===== src/rtl/cpu_pkg.sv =====
// rtl/cpu_pkg.sv - shared opcode, PC-source and fetch-state encodings
// Contents:
//   R_TYPE, ADDI, BEQ, BNE, J   6-bit primary opcodes (instr[31:26])
//   pcsrc_e                     next-PC select encodings driven by the control FSM
//   fetch_state_e               instruction-fetch FSM states
//   jump_target()               pseudo-direct jump address build
package cpu_pkg;

  localparam logic [5:0] R_TYPE = 6'b000000;
  localparam logic [5:0] ADDI   = 6'b001000;
  localparam logic [5:0] BEQ    = 6'b000100;
  localparam logic [5:0] BNE    = 6'b000101;
  localparam logic [5:0] J      = 6'b000010;

  typedef enum logic [1:0] {
    PCSRC_ALU    = 2'b00,
    PCSRC_ALUOUT = 2'b01,
    PCSRC_JUMP   = 2'b10,
    PCSRC_RSVD   = 2'b11
  } pcsrc_e;

  typedef enum logic {
    FETCH_IDLE = 1'b0,
    FETCH_WAIT = 1'b1
  } fetch_state_e;

  // Jump keeps the current 256 MB region and word-aligns the 26-bit index.
  function automatic logic [31:0] jump_target(input logic [3:0] pc_hi, input logic [25:0] imm26);
    return {pc_hi, imm26, 2'b00};
  endfunction

endpackage


===== src/rtl/pc_ir_unit_if.sv =====
// rtl/pc_ir_unit_if.sv - instruction-memory req/ack bus
// Signals:
//   req    fetch request (from the fetch unit)
//   addr   fetch address, 32 bits (from the fetch unit)
//   rdata  instruction word, 32 bits (from memory)
//   ack    rdata valid this cycle (from memory)
// Modports: master = fetch unit side, slave = memory side.
interface pc_ir_unit_if;
  logic        req;
  logic [31:0] addr;
  logic [31:0] rdata;
  logic        ack;

  modport master (output req, output addr, input rdata, input ack);
  modport slave  (input req, input addr, output rdata, output ack);
endinterface


===== src/rtl/pc_next_mux.sv =====
// rtl/pc_next_mux.sv - combinational next-PC select
// Ports:
//   pc_source   in   next-PC select from the control FSM
//   alu_result  in   32  live ALU output
//   alu_out     in   32  registered ALU output (branch target)
//   pc_hi       in   4   pc[31:28] for jump targets
//   jump_imm    in   26  instr[25:0]
//   next_pc     out  32  selected next PC
//   next_valid  out  1   0 for the reserved select: PC must hold
module pc_next_mux
  import cpu_pkg::*;
(
  input  pcsrc_e      pc_source,
  input  logic [31:0] alu_result,
  input  logic [31:0] alu_out,
  input  logic [3:0]  pc_hi,
  input  logic [25:0] jump_imm,
  output logic [31:0] next_pc,
  output logic        next_valid
);

  always_comb begin
    next_pc    = alu_result;
    next_valid = 1'b1;
    case (pc_source)
      PCSRC_ALU:    next_pc = alu_result;
      PCSRC_ALUOUT: next_pc = alu_out;
      PCSRC_JUMP:   next_pc = jump_target(pc_hi, jump_imm);
      PCSRC_RSVD:   next_valid = 1'b0;
      default:      next_valid = 1'b0;
    endcase
  end

endmodule


===== src/rtl/pc_ir_unit.sv =====
// rtl/pc_ir_unit.sv - PC / IR / ALUOut registers with req/ack instruction fetch
// Ports:
//   clk          in   rising-edge clock
//   reset        in   synchronous, active-low
//   PCWrite      in   unconditional PC write enable
//   PCWriteCond  in   branch PC write enable (qualified by take)
//   PCSource     in   2  next-PC select
//   IRWrite      in   fetch request from the control FSM
//   alu_result   in   32 combinational ALU output
//   alu_zero     in   ALU zero flag
//   imem         master side of the instruction-memory bus
//   fetch_stall  out  control FSM must hold its state
//   fetch_err    out  sticky fetch-timeout flag
//   pc           out  32 program counter
//   instr        out  32 instruction register
//   opCode       out  6  instr[31:26]
//   alu_out      out  32 ALUOut register
//   fetch_count  out  CNT_W number of IR loads, wrapping
// Build option: define PCIR_BNE_EN to invert the branch condition for BNE.
module pc_ir_unit
  import cpu_pkg::*;
#(
  parameter logic [31:0] RESET_PC = 32'h0000_0000,
  parameter int unsigned MAX_WAIT = 15,
  parameter int unsigned WAIT_W   = 4,
  parameter int unsigned CNT_W    = 16
) (
  input  logic             clk,
  input  logic             reset,
  input  logic             PCWrite,
  input  logic             PCWriteCond,
  input  logic [1:0]       PCSource,
  input  logic             IRWrite,
  input  logic [31:0]      alu_result,
  input  logic             alu_zero,
  pc_ir_unit_if.master     imem,
  output logic             fetch_stall,
  output logic             fetch_err,
  output logic [31:0]      pc,
  output logic [31:0]      instr,
  output logic [5:0]       opCode,
  output logic [31:0]      alu_out,
  output logic [CNT_W-1:0] fetch_count
);

  fetch_state_e      state_q, state_d;
  logic [WAIT_W-1:0] wait_cnt_q;
  logic [31:0]       req_addr_q;
  logic [31:0]       next_pc;
  logic              next_valid;
  logic              take;
  logic              pc_en;
  logic              timeout;
  logic              ir_load;
  logic              ir_nop;
  logic              wait_start;

  assign opCode = instr[31:26];

`ifdef PCIR_BNE_EN
  assign take = (opCode == BNE) ? ~alu_zero : alu_zero;
`else
  assign take = alu_zero;
`endif

  // The fetch address is latched from pc, so pc must not move while waiting.
  assign pc_en   = (PCWrite | (PCWriteCond & take)) & (state_q == FETCH_IDLE);
  // An ack in the final wait cycle still wins over the timeout.
  assign timeout = (state_q == FETCH_WAIT) & ~imem.ack & (wait_cnt_q == WAIT_W'(MAX_WAIT));

  pc_next_mux u_next_mux (
    .pc_source  (pcsrc_e'(PCSource)),
    .alu_result (alu_result),
    .alu_out    (alu_out),
    .pc_hi      (pc[31:28]),
    .jump_imm   (instr[25:0]),
    .next_pc    (next_pc),
    .next_valid (next_valid)
  );

  always_ff @(posedge clk) begin
    if (!reset) begin
      state_q <= FETCH_IDLE;
    end else begin
      state_q <= state_d;
    end
  end

  always_comb begin
    state_d = state_q;
    case (state_q)
      FETCH_IDLE: if (IRWrite && !imem.ack) state_d = FETCH_WAIT;
      FETCH_WAIT: if (imem.ack || timeout) state_d = FETCH_IDLE;
      default:    state_d = FETCH_IDLE;
    endcase
  end

  always_comb begin
    imem.req    = 1'b0;
    imem.addr   = pc;
    fetch_stall = 1'b0;
    ir_load     = 1'b0;
    ir_nop      = 1'b0;
    wait_start  = 1'b0;
    case (state_q)
      FETCH_IDLE: begin
        imem.req    = IRWrite;
        imem.addr   = pc;
        fetch_stall = IRWrite & ~imem.ack;
        ir_load     = IRWrite & imem.ack;
        wait_start  = IRWrite & ~imem.ack;
      end
      FETCH_WAIT: begin
        imem.req    = 1'b1;
        imem.addr   = req_addr_q;
        fetch_stall = ~imem.ack & ~timeout;
        ir_load     = imem.ack;
        ir_nop      = timeout;
      end
      default: begin
        imem.req = 1'b0;
      end
    endcase
  end

  always_ff @(posedge clk) begin
    if (!reset) begin
      pc          <= RESET_PC;
      instr       <= 32'h0;
      alu_out     <= 32'h0;
      fetch_err   <= 1'b0;
      fetch_count <= '0;
      wait_cnt_q  <= '0;
      req_addr_q  <= 32'h0;
    end else begin
      alu_out <= alu_result;

      if (pc_en && next_valid) begin
        pc <= next_pc;
      end

      if (ir_load) begin
        instr       <= imem.rdata;
        fetch_count <= fetch_count + CNT_W'(1);
      end else if (ir_nop) begin
        instr     <= 32'h0;
        fetch_err <= 1'b1;
      end

      // The counter holds the index of the current wait cycle, starting at 1.
      if (wait_start) begin
        req_addr_q <= pc;
        wait_cnt_q <= WAIT_W'(1);
      end else if ((state_q == FETCH_WAIT) && !imem.ack && !timeout) begin
        wait_cnt_q <= wait_cnt_q + WAIT_W'(1);
      end
    end
  end

endmodule


===== src/flat_wrapper.sv =====
// flat-port wrapper written by rule: the top's interface ports become plain ports
module pc_ir_unit_flat import cpu_pkg::*;
#(
  parameter logic [31:0] RESET_PC = 32'h0000_0000,
  parameter int unsigned MAX_WAIT = 15,
  parameter int unsigned WAIT_W   = 4,
  parameter int unsigned CNT_W    = 16
)
  (clk, reset, PCWrite, PCWriteCond, PCSource, IRWrite, alu_result, alu_zero, fetch_stall, fetch_err, pc, instr, opCode, alu_out, fetch_count, imem_req, imem_addr, imem_rdata, imem_ack);
  pc_ir_unit_if imem_i ();
  input  logic clk;
  input  logic reset;
  input  logic PCWrite;
  input  logic PCWriteCond;
  input  logic [1:0] PCSource;
  input  logic IRWrite;
  input  logic [31:0] alu_result;
  input  logic alu_zero;
  output logic fetch_stall;
  output logic fetch_err;
  output logic [31:0] pc;
  output logic [31:0] instr;
  output logic [5:0] opCode;
  output logic [31:0] alu_out;
  output logic [CNT_W-1:0] fetch_count;
  output wire logic [$bits(imem_i.req)-1:0] imem_req;
  output wire logic [$bits(imem_i.addr)-1:0] imem_addr;
  input wire logic [$bits(imem_i.rdata)-1:0] imem_rdata;
  input wire logic [$bits(imem_i.ack)-1:0] imem_ack;
  assign imem_req = imem_i.req;
  assign imem_addr = imem_i.addr;
  assign imem_i.rdata = imem_rdata;
  assign imem_i.ack = imem_ack;
  pc_ir_unit #(.RESET_PC(RESET_PC), .MAX_WAIT(MAX_WAIT), .WAIT_W(WAIT_W), .CNT_W(CNT_W)) u_core (.clk(clk), .reset(reset), .PCWrite(PCWrite), .PCWriteCond(PCWriteCond), .PCSource(PCSource), .IRWrite(IRWrite), .alu_result(alu_result), .alu_zero(alu_zero), .imem(imem_i), .fetch_stall(fetch_stall), .fetch_err(fetch_err), .pc(pc), .instr(instr), .opCode(opCode), .alu_out(alu_out), .fetch_count(fetch_count));
endmodule

===== config.mk =====
export PLATFORM = sky130hd
export DESIGN_NAME = pc_ir_unit_flat
export DESIGN_NICKNAME = d
export VERILOG_FILES = /design/src/rtl/cpu_pkg.sv /design/src/rtl/pc_ir_unit_if.sv /design/src/rtl/pc_next_mux.sv /design/src/rtl/pc_ir_unit.sv /design/src/flat_wrapper.sv
export SDC_FILE = /design/constraint.sdc
export NUM_CORES = 1
export LEC_CHECK = 0
export CORE_AREA = 2 2 120 122
export CTS_CLUSTER_SIZE = 16
export DETAILED_ROUTE_END_ITERATION = 10
export DIE_AREA = 0 0 122 124
export HOLD_SLACK_MARGIN = 0.08
export PLACE_DENSITY = 0.85
export SYNTH_ARGS = -nofsm -noshare
export SYNTH_HDL_FRONTEND = slang
export SYNTH_SLANG_ARGS = --single-unit

===== constraint.sdc =====
create_clock -name clk -period 2.7 [get_ports clk]
set_clock_uncertainty 0.1 [all_clocks]
set_input_delay 0.81 -clock clk [delete_from_list [all_inputs] [get_ports clk]]
set_output_delay 0.81 -clock clk [all_outputs]
set_load 0.01 [all_outputs]

==> qor.csv <==
stage,metric,value,unit
run_status,status,"finished, final reports clean",
power,total power,5.993,mW
timing,worst slew pin tran,0.4365,ns
synth,Synth area leaders,"dfxtp_1, nand2_1, mux2_2",
worst_setup_path,RR Startpoint,u_core.state_q,
final_layout,"non-filler cells, final",1062,
final_layout,Syn-to-layout area delta,55.74,%
flow_run,Max-Cap Viols,0,
final_layout,Layout Nets,947,
synth,largest family of logic cells by synthesized area,compound AO/OA/AOI/OAI gates,
synth,share of the yosys chip area belonging to registers,50.27,%
final_layout,area of the multi-input gates,0.002748,sq mm
worst_setup_path,Crit path max-delay family,buffers and inverters,
floorplanning,Die Y,124,um
worst_setup_path,startpoint types,flip-flop,
timing,"Hold Vio Cnt, Final",0,
synth,Netlist cell types,40,
synth,adder-cell area share of the yosys netlist,1.047,%
timing,hold_ws,0.3505,ns
min_path,Hold Path Sink,u_core.req_addr_q[21],
timing,period utilisation layout,98.01,%
synth,Synth Cell Area,0.005973,sq mm
power,Power Dens Cells,644.2,mW/mm^2
worst_setup_path,max incr delay on CP,0.38,ns
timing,RSZ-0062 raised after global routing,no,
synth,YS warnings,0,
timing,Tmin final,2.646,ns
drt,wire length per cell,17.30,um
floorplanning,Initial Util,43.54,%
worst_setup_path,CP Cell Sequence,bufbuf_16 -> mux2_2 -> dlygate4sd2_1,
place,Placed Cells,1025,
power,Worst VDD drop,424.8,uV
worst_setup_path,"critical path fanouts, max",12,
synth,Post-synth top flop,dfxtp_1,
timing,# setup viols final,0,
floorplanning,# rows,43,
synth,complex-gate fraction of the synthesized area,16.69,%
min_path,Hold Startpoint,u_core.req_addr_q[21],
clocking,TritonCTS buffer count,17,
synth,Mean Syn Cell Area,9.290,sq um
worst_setup_path,"Slowest-stage cell, CP",dfxtp_4,
clocking,Longest Clk Path Bufs,2,
synth,Syn Nets,721,
grt,vias in the first global route,5540,
power,Static Leak,3.686,nW
floorplanning,core area,0.01372,sq mm
timing,final setup margin,0.05365,ns
grt,first-pass GRT wire length,28900,um
place,DP Worst Slack,-0.3457,ns
drt,Post-DRT Antenna Nets,0,
drt,vias,5632,
synth,number of synthesized register bits,150,
synth,post-synth top area cell,dfxtp_1,
timing,Fmax,377.9,MHz
worst_setup_path,Worst Reg-to-Reg Cells,7,
clocking,Sink Count,150,
synth,XOR/XNOR Fraction of Synth Area,1.613,%
synth,"top cells by count, synth","dfxtp_1, nand2_1, a21oi_1, nor2_1, clkbuf_1",
grt,Tot GR Track Use,24.78,%
floorplanning,die width,122,um
place,IO buf count,225,
synth,post-synthesis mux area share,10.39,%
worst_setup_path,data arrival time of the worst path,1.74,ns
synth,"count leader, synth",dfxtp_1,
drt,final wirelength,18380,um
timing,Worst slew margin,70.90,%
worst_setup_path,CP Buf/Inv Count,2,
clocking,# H-tree levels,4,
clocking,cts hold-fix bufs,0,
final_layout,Reg area,0.003007,sq mm
synth,Syn Inst Count,643,
min_path,worst min-delay path category,reg2reg,
final_layout,Layout Utilization,67.81,%
final_layout,diodes inserted,0,
floorplanning,Ports,226,
timing,Setup TNS Final,0,ns
clocking,Worst-path clk slew,0.06,ns
synth,Yosys top cell area share,50.27,%
final_layout,layout cells sized above 1,12.36,%
clocking,Clock Latency Late Sink,0.41,ns
worst_setup_path,required time of the worst setup path,1.79,ns
synth,ys async rst share,0,%
grt,largest net degree at the start of global routing,42,
final_layout,Fillers,1073,
synth,Post-synth EDFFs,0,
timing,Slew Limit Fails,0,
min_path,hold-critical path depth,2,
place,post-placement cell area,0.008571,sq mm
drt,Initial DRT Pass Iterations,4,
place,hpwl dp,12870,um
place,RD Place Congestion,0.8594,
worst_setup_path,CP endpoint kind,primary output,
worst_setup_path,reg2reg setup slack,0.85,ns
drt,Via-to-Cell Ratio,5.303,
final_layout,Finished Cell Area,0.009303,sq mm
grt,total grt overflow,0,
drt,DRC viols,0,
worst_setup_path,Worst R2R End,u_core.instr[7],
clocking,CTS tree,built,
floorplanning,die area,0.01513,sq mm
synth,post-synthesis simple-gate area fraction,16.02,%
worst_setup_path,CP Class,reg2out,
clocking,Root Buffer,clkbuf_16,
grt,initial antenna violation count,0,
drt,Initial DRC Count,251,
## cell usage in the layout (no fill, tap or decap), types with 26 or more instances in the layout
master | netlist | final
clkdlybuf4s50_1 | 0 | 190
dfxtp_1 | 150 | 149
nand2_1 | 104 | 104
nor2_1 | 46 | 45
a21oi_1 | 46 | 45
and2_1 | 33 | 33
dlygate4sd2_1 | 0 | 33
mux2_2 | 32 | 32
a22o_1 | 32 | 32
a22oi_1 | 31 | 31
o21ai_0 | 31 | 31
mux2i_1 | 26 | 26
## area by class of cell
type	instances	share of cell area (%)
Sequential cell	150	32.32
Multi-Input combinational cell	438	29.54
Timing Repair Buffer	259	28.19
Clock buffer	20	5.017
Tap cell	180	2.421
Clock inverter	12	2.394
Inverter	3	0.1210
## state kept, by name, summed over array words and instances, names as in the netlist
signal and flops:
u_core.req_addr_q 32, u_core.fetch_err 1, u_core.instr 32, u_core.alu_out 32, u_core.wait_cnt_q 4, u_core.pc 32
u_core.state_q 1, u_core.fetch_count 16
## power by group
part	total, mW	switching (mW)	internal (mW)	leakage [nW]
clock network	2.72	0.911	1.81	0.332
logic	0.872	0.391	0.480	2.13
registers	2.40	0.0879	2.31	1.23
## routing by layer
metal	share of wire, %	up-vias	track usage [%]	wire length (um)
met5	0	-	0	0
met4	2.8	0	10.92	506
met3	7.5	37	7.280	1374
met2	49	234	40.75	8940
met1	41	2660	30.16	7556
li1	-	2701	-	-
## repair_timing
action	in CTS	in global routing
pin swaps	0	0
buffers inserted	2	2
gates cloned	1	0
endpoints found under the setup margin	33	10
gates resized for setup	41	0
## cell families after synthesis
family | count (synthesis)
buffers and inverters | 55
DFF | 150
adders and majority gates | 5
AOI/OAI and AO/OA | 152
and+or+nand+nor | 212
muxes | 58
xor gates and xnor gates | 11
## worst max-delay path by stage
stage	startpoint	endpoint	slack, ns	depth (start not counted)
after global routing	u_core.state_q	imem_addr[19]	0.01	3
after CTS	u_core.state_q	imem_addr[17]	0.0007	3
after global placement	imem_ack	fetch_stall	-0.32	5
after detailed placement	imem_ack	fetch_stall	-0.35	5
after floorplan	imem_ack	fetch_stall	0.34	4
final	u_core.state_q	imem_addr[17]	0.05	3
## worst min-delay path, stage by stage, from the launching register on
cell and delay (ns):
dfxtp_1 0.30, nand2_1 0.05, a21oi_1 0.05
Power figures use the tool's default switching activity.
